**config.mk**
```make
export PLATFORM = sky130hd
export DESIGN_NAME = udma_smi_sched
export DESIGN_NICKNAME = d
export VERILOG_FILES = /design/src/rtl/udma_smi_pkg.sv /design/src/rtl/udma_smi_poll_timer.sv /design/src/rtl/udma_smi_sched.sv
export SDC_FILE = /design/constraint.sdc
export NUM_CORES = 1
export LEC_CHECK = 0
export CORE_UTILIZATION = 51
export DETAILED_ROUTE_END_ITERATION = 12
export HOLD_SLACK_MARGIN = 0.06
export PLACE_DENSITY_LB_ADDON = 0.08
export SYNTH_ARGS = -nofsm -noshare
export SYNTH_HDL_FRONTEND = slang
export SYNTH_HIERARCHICAL = 1
export SYNTH_SLANG_ARGS = --single-unit
```
**constraint.sdc**
```tcl
create_clock -name clk_i -period 6.41 [get_ports clk_i]
set_input_delay 0.641 -clock clk_i [delete_from_list [all_inputs] [get_ports clk_i]]
set_output_delay 0.641 -clock clk_i [all_outputs]
set_load 0.1 [all_outputs]
```
**src/rtl/udma_smi_pkg.sv**
```systemverilog
// udma_smi_pkg: shared FSM states, requester ids and SMI direction constants
package udma_smi_pkg;
  typedef enum logic [2:0] {S_IDLE, S_ISSUE, S_ARM, S_WAIT, S_DONE} smi_state_e;
  typedef enum logic {REQ_SW = 1'b0, REQ_POLL = 1'b1} req_id_e;
  localparam logic SMI_RD = 1'b0;
  localparam logic SMI_WR = 1'b1;
endpackage

```
**src/rtl/udma_smi_poll_timer.sv**
```systemverilog
// udma_smi_poll_timer: reloading down-counter emitting a one-cycle expire pulse every period
module udma_smi_poll_timer #(
  parameter int POLL_W = 24
) (
  input  logic              clk_i,
  input  logic              rstn_i,
  input  logic              en_i,
  input  logic [POLL_W-1:0] period_i,
  output logic              expire_o
);
  logic [POLL_W-1:0] r_cnt;
  logic              r_armed;
  logic              r_expire;
  logic [POLL_W-1:0] w_load;
  assign w_load   = (period_i == '0) ? POLL_W'(1) : period_i;
  assign expire_o = r_expire;
  always_ff @(posedge clk_i or negedge rstn_i) begin
    if (!rstn_i) begin
      r_cnt    <= '0;
      r_armed  <= 1'b0;
      r_expire <= 1'b0;
    end else if (!en_i) begin
      r_cnt    <= '0;
      r_armed  <= 1'b0;
      r_expire <= 1'b0;
    end else begin
      r_expire <= r_armed && (r_cnt == POLL_W'(1));
      r_armed  <= 1'b1;
      r_cnt    <= (!r_armed || r_cnt == POLL_W'(1)) ? w_load : r_cnt - 1'b1;
    end
  end
endmodule

```
**src/rtl/udma_smi_sched.sv**
```systemverilog
// udma_smi_sched: round-robin arbiter between software SMI requests and periodic status polls
module udma_smi_sched
  import udma_smi_pkg::*;
#(
  parameter int POLL_W     = 24,
  parameter int TMO_CYCLES = 65536
) (
  input  logic              clk_i,
  input  logic              rstn_i,
  input  logic              sw_valid_i,
  output logic              sw_ready_o,
  input  logic              sw_rw_i,
  input  logic [4:0]        sw_phy_addr_i,
  input  logic [4:0]        sw_reg_addr_i,
  input  logic [15:0]       sw_wdata_i,
  output logic              sw_rsp_valid_o,
  output logic [15:0]       sw_rdata_o,
  output logic              sw_err_o,
  input  logic              poll_en_i,
  input  logic [POLL_W-1:0] poll_period_i,
  input  logic [4:0]        poll_phy_addr_i,
  input  logic [4:0]        poll_reg_addr_i,
  input  logic [15:0]       poll_mask_i,
  output logic [15:0]       poll_status_o,
  output logic              poll_change_o,
  output logic              poll_err_o,
  output logic              smi_start_o,
  output logic              smi_rw_o,
  output logic [4:0]        smi_phy_addr_o,
  output logic [4:0]        smi_reg_addr_o,
  output logic [15:0]       smi_wdata_o,
  input  logic              smi_busy_i,
  input  logic [15:0]       smi_rdata_i
);
  localparam int TW = (TMO_CYCLES > 2) ? $clog2(TMO_CYCLES) : 1;
  smi_state_e  r_state;
  req_id_e     r_owner;
  req_id_e     r_last;
  logic [TW-1:0] r_tmo;
  logic        r_rw;
  logic [4:0]  r_phy;
  logic [4:0]  r_reg;
  logic [15:0] r_wdata;
  logic        r_poll_pend;
  logic        r_poll_valid;
  logic        r_start;
  logic        r_rsp_valid;
  logic [15:0] r_sw_rdata;
  logic        r_sw_err;
  logic [15:0] r_poll_status;
  logic        r_poll_change;
  logic        r_poll_err;
  logic        w_expire;
  logic        w_gnt_sw;
  logic        w_gnt_poll;
  logic        w_tmo_hit;
  logic        w_done;
  udma_smi_poll_timer #(.POLL_W(POLL_W)) u_timer (
    .clk_i    (clk_i),
    .rstn_i   (rstn_i),
    .en_i     (poll_en_i),
    .period_i (poll_period_i),
    .expire_o (w_expire)
  );
  assign w_gnt_sw   = sw_valid_i && (!r_poll_pend || r_last == REQ_POLL);
  assign w_gnt_poll = r_poll_pend && !w_gnt_sw;
  assign w_tmo_hit  = (r_state == S_ARM || r_state == S_WAIT) && (r_tmo == TW'(TMO_CYCLES - 1));
  assign w_done     = w_tmo_hit || (r_state == S_WAIT && !smi_busy_i);
  assign sw_ready_o     = (r_state == S_IDLE) && w_gnt_sw;
  assign sw_rsp_valid_o = r_rsp_valid;
  assign sw_rdata_o     = r_sw_rdata;
  assign sw_err_o       = r_sw_err;
  assign poll_status_o  = r_poll_status;
  assign poll_change_o  = r_poll_change;
  assign poll_err_o     = r_poll_err;
  assign smi_start_o    = r_start;
  assign smi_rw_o       = r_rw;
  assign smi_phy_addr_o = r_phy;
  assign smi_reg_addr_o = r_reg;
  assign smi_wdata_o    = r_wdata;
  always_ff @(posedge clk_i or negedge rstn_i) begin
    if (!rstn_i) begin
      r_state       <= S_IDLE;
      r_owner       <= REQ_SW;
      r_last        <= REQ_POLL;
      r_tmo         <= '0;
      r_rw          <= 1'b0;
      r_phy         <= '0;
      r_reg         <= '0;
      r_wdata       <= '0;
      r_poll_pend   <= 1'b0;
      r_poll_valid  <= 1'b0;
      r_start       <= 1'b0;
      r_rsp_valid   <= 1'b0;
      r_sw_rdata    <= '0;
      r_sw_err      <= 1'b0;
      r_poll_status <= '0;
      r_poll_change <= 1'b0;
      r_poll_err    <= 1'b0;
    end else begin
      r_start       <= 1'b0;
      r_rsp_valid   <= 1'b0;
      r_sw_err      <= 1'b0;
      r_poll_change <= 1'b0;
      r_poll_err    <= 1'b0;
      r_poll_pend   <= !poll_en_i ? 1'b0 : (r_state == S_IDLE && w_gnt_poll) ? 1'b0 : w_expire ? 1'b1 : r_poll_pend;
      if (!poll_en_i) r_poll_valid <= 1'b0;
      case (r_state)
        S_IDLE: if (w_gnt_sw || w_gnt_poll) begin
          r_state <= S_ISSUE;
          r_start <= 1'b1;
          r_owner <= w_gnt_sw ? REQ_SW : REQ_POLL;
          r_last  <= w_gnt_sw ? REQ_SW : REQ_POLL;
          r_rw    <= w_gnt_sw ? sw_rw_i : SMI_RD;
          r_phy   <= w_gnt_sw ? sw_phy_addr_i : poll_phy_addr_i;
          r_reg   <= w_gnt_sw ? sw_reg_addr_i : poll_reg_addr_i;
          r_wdata <= w_gnt_sw ? sw_wdata_i : 16'h0;
        end
        S_ISSUE: begin
          r_tmo   <= '0;
          r_state <= S_ARM;
        end
        S_ARM, S_WAIT: if (w_done) begin
          r_state <= S_DONE;
          if (r_owner == REQ_SW) begin
            r_rsp_valid <= 1'b1;
            r_sw_err    <= w_tmo_hit;
            r_sw_rdata  <= (w_tmo_hit || r_rw == SMI_WR) ? 16'h0 : smi_rdata_i;
          end else if (w_tmo_hit) begin
            r_poll_err <= 1'b1;
          end else begin
            r_poll_status <= smi_rdata_i;
            r_poll_change <= r_poll_valid && poll_en_i && |((smi_rdata_i ^ r_poll_status) & poll_mask_i);
            if (poll_en_i) r_poll_valid <= 1'b1;
          end
        end else begin
          r_tmo <= r_tmo + 1'b1;
          if (r_state == S_ARM && smi_busy_i) r_state <= S_WAIT;
        end
        S_DONE:  r_state <= S_IDLE;
        default: r_state <= S_IDLE;
      endcase
    end
  end
endmodule

```
==> results.json <==
{
  "cts_hold_buf": 0,
  "cp_slowest_cell": "clkdlybuf4s50_1",
  "period_share_pct": 64.9,
  "vias": 4656,
  "cts_tree": "done",
  "cts_root_buffer": "clkbuf_8",
  "synth-async-reset-ratio_pct": 100,
  "htree_levels": 4,
  "rsz0062_at_grt": "false",
  "synth_area_um2": 5370,
  "ctsResizeCount": 0,
  "p_clk_share_pct": 22.8,
  "cts_buffers": 17,
  "synth_edf_count": 0,
  "critPathBufInv": 2,
  "vias_per_cell": 5.67,
  "p_sw_mw": 2.24,
  "ctsLongestPathBuffers": 2,
  "netlist_instances": 513,
  "cp-end-kind": "output pin",
  "cp.arrival_ns": 3.52,
  "ant_nets": 0,
  "layout.nets": 774,
  "post_cts_buffers": 0,
  "slew_headroom_pct": 17.7,
  "finalMaxSlewViolations": 0,
  "p_int_mw": 2.20,
  "path_clk_slew_ns": 0.05,
  "synth_seq_cells": 113,
  "die_area_um2": 11000,
  "mostFrequentLayoutCell": "clkdlybuf4s50_1",
  "grt_usage_pct": 26.5,
  "cp_max_fo": 28,
  "io_pins": 163,
  "cp_cell_sequence": "clkdlybuf4s50_1 -> a21boi_2 -> and2_1 -> clkdlybuf4s50_1",
  "hold_viol": 0,
  "avgRoutedWirePerCell_um": 16.6,
  "drt_wl_total_mm": 13.6,
  "layoutNonFillerInstCount": 821,
  "synth_ff_type": "dfrtp_1",
  "finalSetupViolCount": 0,
  "cts.sinks": 113,
  "grt_pass1_vias": 4692,
  "path_delay_family": "buffers and inverters",
  "grt_overflow": 0,
  "die_y_um": 105,
  "core_um2": 10300,
  "syn2layout_area_growth_pct": 43.2,
  "fin_crit_ns": 4.16,
  "power_frac_comb_pct": 52.5,
  "synthesis.nets": 614,
  "ys_types": 57,
  "worst-setup-path-type": "input port to output pin",
  "status": "complete, no violations",
  "ir_worst_vdd_uv": 433,
  "die_w_um": 105,
  "power_density_nw_per_um2": 577,
  "cpMostUsedCell": "clkdlybuf4s50_1",
  "seq_area_um2": 2830,
  "drv_cap": 0,
  "final_area_um2": 7690,
  "fillerInstances": 757,
  "leakagePower_nw": 3.43,
  "syn_avg_cell_area_um2": 10.5,
  "multi_input_area_um2": 2390,
  "drt-initial-drc-count": 234,
  "drtPass1Iterations": 4,
  "layout_common_cells": "161 x clkdlybuf4s50_1, 112 x dfrtp_1, 89 x nand2_1",
  "finalSetupTns_ns": 0,
  "dp_hpwl_mm": 9.58,
  "ys_seq_area_share_pct": 52.6,
  "diodes": 0,
  "critPathMaxStageDelay_ns": 1.16,
  "grt_pass1_wl_mm": 22.6,
  "skew_ns": 0.00718,
  "clk_latency_ns": 0.53,
  "p_seq_share_pct": 24.7,
  "ys_warn_count": 6,
  "rows": 37,
  "placed_area_um2": 7050,
  "drc": 0,
  "required_ns": 5.77,
  "antenna_found_initial": 0,
  "setup.worst_path.start_class": "input port",
  "swShare_pct": 50.4,
  "tightest_slew_ns": 1.22,
  "hold_class": "input port to asynchronous set/reset pin",
  "dp.cells": 790,
  "start_util_pct": 52.3,
  "fmax_mhz": 240,
  "drive_gt1_share_pct": 9.20,
  "port-buffer-count": 162,
  "grt_max_degree": 67,
  "gp_congestion": 0.825
}
-- metal layers --
metal  vias to the layer above  share of wire, %  track usage (%)
met5                         -                 0                0
met1                      2263                40             30.7
met2                       194                50             45.5
met3                        34               6.7             7.92
li1                       2165                 -                -
met4                         0               2.5             11.5
-- stage by stage --
| step | hold WS, ns | util, % | setup slack (ns) | power (mW) |
|---|---|---|---|---|
| 3_5_place_dp | 0.456 | 68.6 | 2.24 | 3.44 |
| 2_1_floorplan | 0.345 | - | 3.85 | 2.84 |
| 5_1_grt | 0.167 | 74.9 | 2.11 | 4.60 |
| 4_1_cts | 0.125 | 74.9 | 2.23 | 4.47 |
| 3_3_place_gp | 0.449 | 68.6 | 2.29 | 3.40 |
| 6_report | 0.122 | 74.9 | 2.25 | 4.44 |
-- Yosys cell counts, types with 5 or more instances --
library cell	count	area (um2)
dfrtp_1	112	2800
a22o_1	20	175
nand3_1	27	135
mux2_2	16	180
xnor2_1	14	123
o211a_1	13	130
nor3_1	9	45.0
buf_6	5	56.3
a21oi_1	15	75.1
clkbuf_1	14	52.6
a31oi_1	14	87.6
nand2_1	89	334
xor2_1	24	210
nor4_1	12	75.1
nor2_1	30	113
mux2i_1	7	70.1
inv_1	7	26.3
nand4_1	6	37.5
o21ai_0	16	80.1
-- final timing paths --
path,startpoint,endpoint,slack [ns],cells past startpoint
worst max-delay path,sw_valid_i,sw_ready_o,2.25,4
worst min-delay path,rstn_i,r_tmo[0]$_DFFE_PN0P_,0.12,1
worst max register to register,u_timer/r_cnt[6]$_DFF_PN0_,u_timer/r_cnt[0]$_DFF_PN0_,3.74,5
worst min register to register,smi_wdata_o[8]$_DFFE_PN0P_,smi_wdata_o[8]$_DFFE_PN0P_,0.46,2
max in group asynchronous,rstn_i,poll_change_o$_DFF_PN0_,5.03,2
min in group clk_i,smi_wdata_o[8]$_DFFE_PN0P_,smi_wdata_o[8]$_DFFE_PN0P_,0.46,2
-- layout make-up --
cell class	instances	area share (%)
multi-input cells	369	31.0
clock buffers	21	5.97
flip-flops and latches	113	36.8
repair buffers	165	21.3
well taps	136	2.21
inverters	7	0.342
clock inverters	10	2.36
-- registers in the layout (all words and copies together), names as in the netlist, 3 cells and up --
| signal | flops |
|---|---|
| sw_rdata_o | 16 |
| r_state | 3 |
| smi_wdata_o | 16 |
| smi_phy_addr_o | 5 |
| smi_reg_addr_o | 5 |
| r_tmo | 16 |
| u_timer/r_cnt | 24 |
| poll_status_o | 16 |
-- power groups by stage --
stage | registers (mW) | logic, mW | clock network (mW)
CTS | 1.10 | 2.34 | 1.03
finish | 1.10 | 2.33 | 1.01
floorplan | 2.42 | 0.423 | 0
detailed placement | 1.11 | 2.34 | 0
global placement | 1.09 | 2.31 | 0
global route | 1.13 | 2.42 | 1.06
-- logic make-up (layout without fill, tap and decap cells) --
group | Yosys count | after routing | synth area share [%]
AO/OA/AOI/OAI | 98 | 98 | 13.4
AND/OR/NAND/NOR | 207 | 207 | 19.4
XOR/XNOR | 38 | 38 | 6.19
buffers and inverters | 31 | 203 | 3.03
multiplexers | 23 | 23 | 4.66
adder cells (fa/ha/maj) | 3 | 3 | 0.699
flip-flops | 113 | 113 | 52.6
-- worst register-to-register path: cells and delay by family, from the launching register on --
family          cells  cell delay, ns
compound gates      2            0.96
simple gates        2            0.86
flops               1            0.41
buf+inv             1            0.32
Power figures use the tool's default switching activity.
